<file path="config.mk">
export PLATFORM = sky130hd
export DESIGN_NAME = seq_det_prog
export DESIGN_NICKNAME = d
export VERILOG_FILES = /design/src/rtl/seq_det_pkg.sv /design/src/rtl/seq_prefix_match.sv /design/src/rtl/seq_det_prog.sv
export SDC_FILE = /design/constraint.sdc
export NUM_CORES = 1
export LEC_CHECK = 0
export CAP_MARGIN = 10
export CORE_MARGIN = 3
export CORE_UTILIZATION = 45
export CTS_BUF_LIST = sky130_fd_sc_hd__clkbuf_16
export DETAILED_ROUTE_END_ITERATION = 16
export DONT_BUFFER_PORTS = 1
export PLACE_DENSITY = 0.67
export SYNTH_ARGS = -nofsm -noshare
export SYNTH_HDL_FRONTEND = slang
export SYNTH_SLANG_ARGS = --single-unit
</file>
<file path="constraint.sdc">
create_clock -name clk -period 3.9 [get_ports clk]
set_input_delay 0.975 -clock clk [delete_from_list [all_inputs] [get_ports clk]]
set_output_delay 0.975 -clock clk [all_outputs]
set_load 0.03 [all_outputs]
</file>
<file path="src/rtl/seq_det_pkg.sv">
// Shared defaults and helpers for the programmable serial sequence detector.
// Imported by the detector top and its prefix-search sub-module.
package seq_det_pkg;

    localparam int DEF_MAX_LEN = 8;
    localparam int DEF_CNT_W = 8;

    localparam logic [7:0] DEF_RST_PATTERN = 8'b0010_1011;
    localparam int DEF_RST_LEN = 6;
    localparam bit DEF_RST_OVERLAP = 1'b1;

    typedef enum logic {
        OVL_RESTART = 1'b0,
        OVL_KEEP    = 1'b1
    } ovl_mode_e;

    function automatic int len_w(input int max_len);
        return $clog2(max_len + 1);
    endfunction

endpackage

</file>
<file path="src/rtl/seq_prefix_match.sv">
// Longest pattern prefix that ends the current history.
// Purely combinational; larger k overrides smaller k.
module seq_prefix_match
    import seq_det_pkg::*;
#(
    parameter int MAX_LEN = DEF_MAX_LEN,
    parameter int LEN_W = len_w(MAX_LEN)
) (
    input  logic [MAX_LEN-1:0] hist,
    input  logic [LEN_W-1:0]   fill,
    input  logic [MAX_LEN-1:0] pattern,
    input  logic [LEN_W-1:0]   len,
    output logic [LEN_W-1:0]   prefix
);

    logic [MAX_LEN-1:0] mask;
    logic [MAX_LEN-1:0] shp;

    // Priority search over k = 1 .. MAX_LEN-1; the last hit is the longest.
    always_comb begin
        prefix = '0;
        mask = '0;
        shp = '0;
        for (int k = 1; k < MAX_LEN; k++) begin
            mask = MAX_LEN'((64'd1 << k) - 64'd1);
            shp = pattern >> (len - LEN_W'(k));
            if (LEN_W'(k) < len && fill >= LEN_W'(k) &&
                ((hist ^ shp) & mask) == '0) begin
                prefix = LEN_W'(k);
            end
        end
    end

endmodule

</file>
<file path="src/rtl/seq_det_prog.sv">
// Programmable serial sequence detector with overlap control,
// prefix-progress output and a saturating match counter.
module seq_det_prog
    import seq_det_pkg::*;
#(
    parameter int MAX_LEN = DEF_MAX_LEN,
    parameter int CNT_W = DEF_CNT_W,
    parameter logic [MAX_LEN-1:0] RST_PATTERN = MAX_LEN'(DEF_RST_PATTERN),
    parameter int RST_LEN = DEF_RST_LEN,
    parameter bit RST_OVERLAP = DEF_RST_OVERLAP,
    localparam int LEN_W = len_w(MAX_LEN)
) (
    input  logic               clk,
    input  logic               rst,
    input  logic               cfg_load,
    input  logic [MAX_LEN-1:0] cfg_pattern,
    input  logic [LEN_W-1:0]   cfg_len,
    input  logic               cfg_overlap,
    input  logic               in_valid,
    input  logic               in,
    input  logic               cnt_clr,
    output logic               out,
    output logic [LEN_W-1:0]   state,
    output logic [CNT_W-1:0]   match_cnt
);

    logic [MAX_LEN-1:0] pattern;
    logic [LEN_W-1:0]   len;
    ovl_mode_e          overlap;

    logic [MAX_LEN-1:0] hist;
    logic [LEN_W-1:0]   fill;

    logic [MAX_LEN-1:0] hist_nxt;
    logic [LEN_W-1:0]   fill_inc;
    logic [LEN_W-1:0]   fill_nxt;
    logic [MAX_LEN-1:0] len_mask;
    logic [LEN_W-1:0]   len_in;
    logic [LEN_W-1:0]   prefix;
    logic               accept;
    logic               is_match;

    // Candidate history/fill for the incoming bit and the match decision.
    always_comb begin
        accept = in_valid && !cfg_load;
        hist_nxt = {hist[MAX_LEN-2:0], in};
        fill_inc = (fill == LEN_W'(MAX_LEN)) ? fill : fill + LEN_W'(1);
        len_mask = MAX_LEN'((64'd1 << len) - 64'd1);
        is_match = (len >= LEN_W'(2)) && (fill_inc >= len) &&
                   (((hist_nxt ^ pattern) & len_mask) == '0);
        fill_nxt = (is_match && overlap == OVL_RESTART) ? '0 : fill_inc;
        len_in = (cfg_len > LEN_W'(MAX_LEN)) ? LEN_W'(MAX_LEN) : cfg_len;
    end

    seq_prefix_match #(
        .MAX_LEN (MAX_LEN),
        .LEN_W   (LEN_W)
    ) u_prefix (
        .hist    (hist_nxt),
        .fill    (fill_nxt),
        .pattern (pattern),
        .len     (len),
        .prefix  (prefix)
    );

    // Config, history, fill and registered outputs.
    always_ff @(posedge clk) begin
        if (rst) begin
            pattern <= RST_PATTERN;
            len <= LEN_W'(RST_LEN);
            overlap <= ovl_mode_e'(RST_OVERLAP);
            hist <= '0;
            fill <= '0;
            state <= '0;
            out <= 1'b0;
        end else if (cfg_load) begin
            pattern <= cfg_pattern;
            len <= len_in;
            overlap <= ovl_mode_e'(cfg_overlap);
            hist <= '0;
            fill <= '0;
            state <= '0;
            out <= 1'b0;
        end else if (in_valid) begin
            hist <= hist_nxt;
            fill <= fill_nxt;
            state <= prefix;
            out <= is_match;
        end else begin
            out <= 1'b0;
        end
    end

    // Saturating match counter; clear beats a simultaneous match.
    always_ff @(posedge clk) begin
        if (rst || cnt_clr) begin
            match_cnt <= '0;
        end else if (accept && is_match && match_cnt != '1) begin
            match_cnt <= match_cnt + CNT_W'(1);
        end
    end

endmodule

</file>
; ---- Word level (Yosys, flattened, before mapping)
; Cells that the tools add are included.
[word_totals]
output_inout_bits = 13
inputBits = 19
reg_bits = 37
[classes]
shift = 8
n_reduce_logical = 32
n_addsub = 10
muxes = 10
order_cmp = 17
bitwise = 11
eq_ne = 2
[ops]
columns = op, n
row1 = $logic_not A8 Y1, 8
row2 = $mux W4, 9
row3 = $logic_and A1 B1 Y1, 20
row4 = $ge A4 B3 Y1 const B, 4
row5 = $lt A3 B4 Y1 const A, 4
row6 = $sub A4 B3 Y4 const B, 4
row7 = $ge A4 B2 Y1 const B, 3
row8 = $add A8 B1 Y8 const B, 1
row9 = $and A8 B8 Y8, 1
row10 = $lt A2 B4 Y1 const A, 2
row11 = $ne A8 B8 Y1 const B, 1
row12 = $shl A1 B4 Y8 const A, 1
row13 = $shr A8 B4 Y1, 1
row14 = $shr A8 B4 Y2, 1
row15 = $shr A8 B4 Y3, 1
row16 = $shr A8 B4 Y4, 1
row17 = $shr A8 B4 Y5, 1
row18 = $shr A8 B4 Y6, 1
row19 = $shr A8 B4 Y7, 1
row20 = $sub A4 B2 Y4 const B, 2
row21 = $sub A8 B1 Y8 const B, 1
row22 = $xor A8 B8 Y8, 1
row23 = $xor A7 B7 Y7, 1
row24 = $xor A6 B6 Y6, 1
row25 = other kinds (18), 19

; ---- Longest topological paths before layout
[depth]
depth_word = 17
mapped_depth = 17
ltp_nobuf = 14

; ---- Hierarchy
; A second synthesis with hierarchy kept.
[hier_totals]
cells_unflattened = 490
hier_area_um2 = 4043.9
[modules_own_cells]
columns = module, cells_each, n_inst, seq_area_each_um2, area_each_um2
row1 = seq_prefix_match, 266, 1, 0.0, 2128.3
row2 = seq_det_prog, 224, 1, 740.7, 1915.6

; ---- Worst setup path after synthesis
; Ideal clock, no wire load.
[synth_timing]
path_type = flip-flop to flip-flop
start = register len[1]
end = register state[0]
slack_ns = 0.267
path_buffers = 4
t_arrival_ns = 3.558
t_required_ns = 3.826
setup_time_ns = 0.074
stages_incl_launch_ff = 15
path_cell_list = dfxtp_1 clkbuf_1 buf_2 buf_2 inv_1 ha_1 buf_6 mux2i_4 o21ai_2 or4_1 a21oi_1 o221ai_1 o41a_1 or3_1 o21ai_0
[synth_between]
elab_chain_len = 17
elab_cells_between_ends = 73
classes_between = add/sub: 8 / order compare: 16 / shift: 8 / mux: 8 / bitwise: 8 / reduce/logical: 25
[synth_rtl]
columns = element, line_no
row1 = start: declaration, seq_det_prog.sv:28  ; logic [LEN_W-1:0] len;
row2 = start signal: assignment, seq_det_prog.sv:70  ; len <= LEN_W'(RST_LEN);
row3 = start signal: assignment, seq_det_prog.sv:78  ; len <= len_in;
row4 = $shl A1 B4 Y8, seq_det_prog.sv:48  ; len_mask = MAX_LEN'((64'd1 << len) - 64'd1);
row5 = $sub A8 B1 Y8, seq_det_prog.sv:48
row6 = $and A8 B8 Y8, seq_det_prog.sv:50  ; (((hist_nxt ^ pattern) & len_mask) == '0);
row7 = $logic_not A8 Y1, seq_det_prog.sv:50
row8 = $logic_and A1 B1 Y1, seq_det_prog.sv:49  ; is_match = (len >= LEN_W'(2)) && (fill_inc >= len) &&
row9 = $logic_and A1 B1 Y1, seq_det_prog.sv:51  ; fill_nxt = (is_match && overlap == OVL_RESTART) ? '0 : fill_inc;
row10 = $mux W4, seq_det_prog.sv:51
row11 = $ge A4 B1 Y1, seq_prefix_match.sv:27  ; if (LEN_W'(k) < len && fill >= LEN_W'(k) &&
row12 = $logic_and A1 B1 Y1 (2 in series), seq_prefix_match.sv:27
row13 = $mux W1, seq_prefix_match.sv:27
row14 = $mux W4 (5 in series), seq_prefix_match.sv:27
row15 = $mux W4 (*), seq_prefix_match.sv:27
row16 = end signal: assignment, seq_det_prog.sv:87  ; state <= prefix;
row17 = end: declaration, seq_det_prog.sv:23  ; output logic [LEN_W-1:0] state,
; Mark *: on every way between the ends. The rest lies on a longest branch, timed or not.
; A chain may end at the register's enable or synchronous reset.

; ---- Worst setup path in the final report
[layout_timing]
start = register fill[0]
end = register state[0]
[layout_between]
elab_chain_len = 17
elab_cells_between_ends = 36
classes_between = add/sub: 1 / order compare: 8 / eq/ne: 1 / mux: 9 / reduce/logical: 17
[layout_rtl]
columns = element, line_no
row1 = start: declaration, seq_det_prog.sv:32  ; logic [LEN_W-1:0] fill;
row2 = start signal: assignment, seq_det_prog.sv:86  ; fill <= fill_nxt;
row3 = $add A4 B1 Y4 / $eq A4 B4 Y1 (equally long branches), seq_det_prog.sv:47  ; fill_inc = (fill == LEN_W'(MAX_LEN)) ? fill : fill + LEN_W'(1);
row4 = $mux W4 (*), seq_det_prog.sv:47
row5 = $ge A4 B4 Y1, seq_det_prog.sv:49
row6 = $logic_and A1 B1 Y1 (2 in series), seq_det_prog.sv:49
row7 = $logic_and A1 B1 Y1, seq_det_prog.sv:51
row8 = $mux W4 (*), seq_det_prog.sv:51
row9 = $ge A4 B1 Y1, seq_prefix_match.sv:27
row10 = $logic_and A1 B1 Y1 (2 in series), seq_prefix_match.sv:27
row11 = $mux W1, seq_prefix_match.sv:27
row12 = $mux W4 (5 in series), seq_prefix_match.sv:27
row13 = $mux W4 (*), seq_prefix_match.sv:27
; Marked as above.

==> results.ini <==
[status]
run_status = finished clean

[yosys]
synth-main-ff-cell = dfxtp_1
yosysSeqAreaShare_pct = 17.1
ys_types = 71
synth_compound_area_share_pct = 18.9
yosysTopAreaCell = dfxtp_1
synth_mux_area_share_pct = 19.8
ys_ff_latch = 36
avgSynthCellArea_um2 = 8.06
synth_simple_gate_area_share_pct = 21.9
syn-num-nets = 566
synth_cells = 524
syn-cell-area_um2 = 4230
synth_edf_count = 0
synth_adder_area_share_pct = 6.81
synth_top_family_by_area = simple AND/OR/NAND/NOR gates
synth-xor-area-share_pct = 8.47
ys.warnings.count = 0
synth_top_area_share_pct = 17.1
synthArstFlopShare_pct = 0
synth_top_cells_by_area = dfxtp_1 (17%), mux2i_1 (9.0%), ha_1 (6.8%)

[pwr]
powerDensity_nw_per_um2 = 295
leakagePower_uw = 0.00169
ir_drop_uv = 178
p_total_uw = 1300

[global_route]
grt_pass1_vias = 3617
grt_pass1_wl_mm = 19.1
antenna_found_initial = 0
grt_usage_pct = 22.8
overflow = 0
grt_start_max_net_pins = 44

[worst_setup_path]
crit_fanout = 6
path_class = reg -> reg
required_ns = 4.10
worstSetupStartpointType = flop
r2r_setup_slack_ns = 0.48
end_kind = flop
cp.arrival_ns = 3.62

[placed_design]
hpwl_mm = 8.50
dpl_worst_slack_ns = 0.571
place.gp.congestion = 0.921
port_buffers = 0

[clock_tree]
clock_path_buffers = 2
cts_tree = built
clk_root_buffer_cell = clkbuf_16
ctsHoldBuffers = 0
worstSkewPairLatency_ns = 0.29
cts_made_buffers = 5
postCtsSetupBuffers = 0
htree_levels = 2
clkSinkCount = 36
path_clk_slew_ns = 0.05
cts_resized = 0

[route]
vias = 3825
dr.pass1.iters = 5
viasPerCell = 6.32
first_iter_violations = 280
drc = 0
post_drt_wl_per_cell_um = 18.9
routed_wl_mm = 11.4
drtAntennaViolNets = 0

[sta]
min_period_ns = 3.42
period_share_pct = 87.6
tightest_slew_ns = 0.671
tns_ns = 0
setup_ws_ns = 0.484
finalSetupViolCount = 0
rsz0062_at_grt = false
fin_skew_ns = 0.00798
slew_headroom_pct = 54.0
hold_viol_final = 0
drv_slew = 0
fmax_mhz = 293

[final_layout]
area_delta_synth_final_pct = 3.88
n_antenna_cell = 0
layout_commonest_cell = nor2_1
fin_nets = 538
drive_gt1_share_pct = 10.3
final_cell_mix = nor2_1 (50), mux2i_1 (38), dfxtp_1 (36), nand2_1 (35), a21oi_1 (25)

[floorplan]
start_util_pct = 47.3
ioPinCount = 32
die_w_um = 103
die-area_um2 = 10600
dieHeight_um = 103
rows = 34
core_um2 = 8930

[run]
drv_cap = 0

[hold_path]
hp-class = reg -> reg

==> path summary, 6_finish.rpt <==
check,cells past startpoint,to,start
min,2,fill[0],fill[0]
max,14,state[0],fill[0]
max reg2reg,14,state[0],fill[0]
min reg2reg,2,fill[0],fill[0]
==> sequential cells by signal, indices dropped and copies added, names as in the netlist <==
register / flops
len: 4
hist: 7
out: 1
state: 3
overlap: 1
pattern: 8
fill: 4
match_cnt: 8
==> routing by layer <==
metal  track usage [%]  part of all wire (%)  wire [µm]
met1              32.4                    45       5180
met2              36.6                    48       5440
met3              4.19                   6.5        743
met4              3.69                  0.73         83
met5                 0                     0          0
==> report_power, final <==
group	total, µW	leakage [µW]	internal [µW]	switching [µW]
sequential	409	0.000294	380	29.5
clock	449	0.0000789	297	152
combinational	437	0.00132	195	242
==> cells in the mapped netlist, types with 5 or more instances <==
master and number:
a31oi_1 8, dfxtp_1 36, a21oi_1 25, nor2_1 50, and2_1 5, mux2_2 9
a211oi_1 8, o211ai_1 5, o21ai_0 19, mux4_2 9, nand4_1 7, nor2b_1 12
nand2b_1 14, buf_2 14, xnor2_1 24, clkbuf_1 24, xor2_1 15, nand3_1 20
mux2i_1 38, inv_1 19, mux4_1 5, a211o_1 7, nand2_1 35, ha_1 23
nor3_1 9
==> cell type report <==
class | instances | area, µm²
inverter | 20 | 75.1
timing repair buffer | 11 | 82.6
tap | 108 | 135
clock buffer | 5 | 125
sequential | 36 | 721
multi-input combinational | 422 | 3210
fill | 884 | 4540
clock inverter | 3 | 37.5
==> worst max-delay path, cell delays in order (launching register included) <==
cell and delay (ns):
dfxtp_1 0.35, inv_1 0.10, ha_1 0.18, nand3b_1 0.11
xnor2_1 0.30, inv_1 0.10, ha_1 0.28, nand2b_1 0.14
a2111oi_0 0.46, a211oi_1 0.14, nand4b_1 0.17, o21ai_1 0.13
o41a_1 0.45, or3_1 0.34, o21ai_0 0.08
==> cell families (layout without fill, tap and decap cells) <==
kind of cell               count (synthesis)  in the layout
xor gates and xnor gates                  40             40
muxes                                     62             62
other                                      1              1
DFF                                       36             36
AOI/OAI and AO/OA                        115            115
adders and majority gates                 23             23
buffers and inverters                     66             39
and+or+nand+nor                          181            181
==> per-stage QoR <==
stage | hold WS (ns) | util [%] | cells | cell area (µm²)
floorplan | 0.481 | - | 524 | 4230
global placement | 0.513 | 47.3 | 597 | 4230
detailed placement | 0.520 | 47.3 | 597 | 4230
CTS | 0.532 | 49.1 | 605 | 4390
global route | 0.576 | 49.1 | 605 | 4390
finish | 0.534 | 49.1 | 605 | 4390
Note: power is estimated with default switching activity, not from simulation.
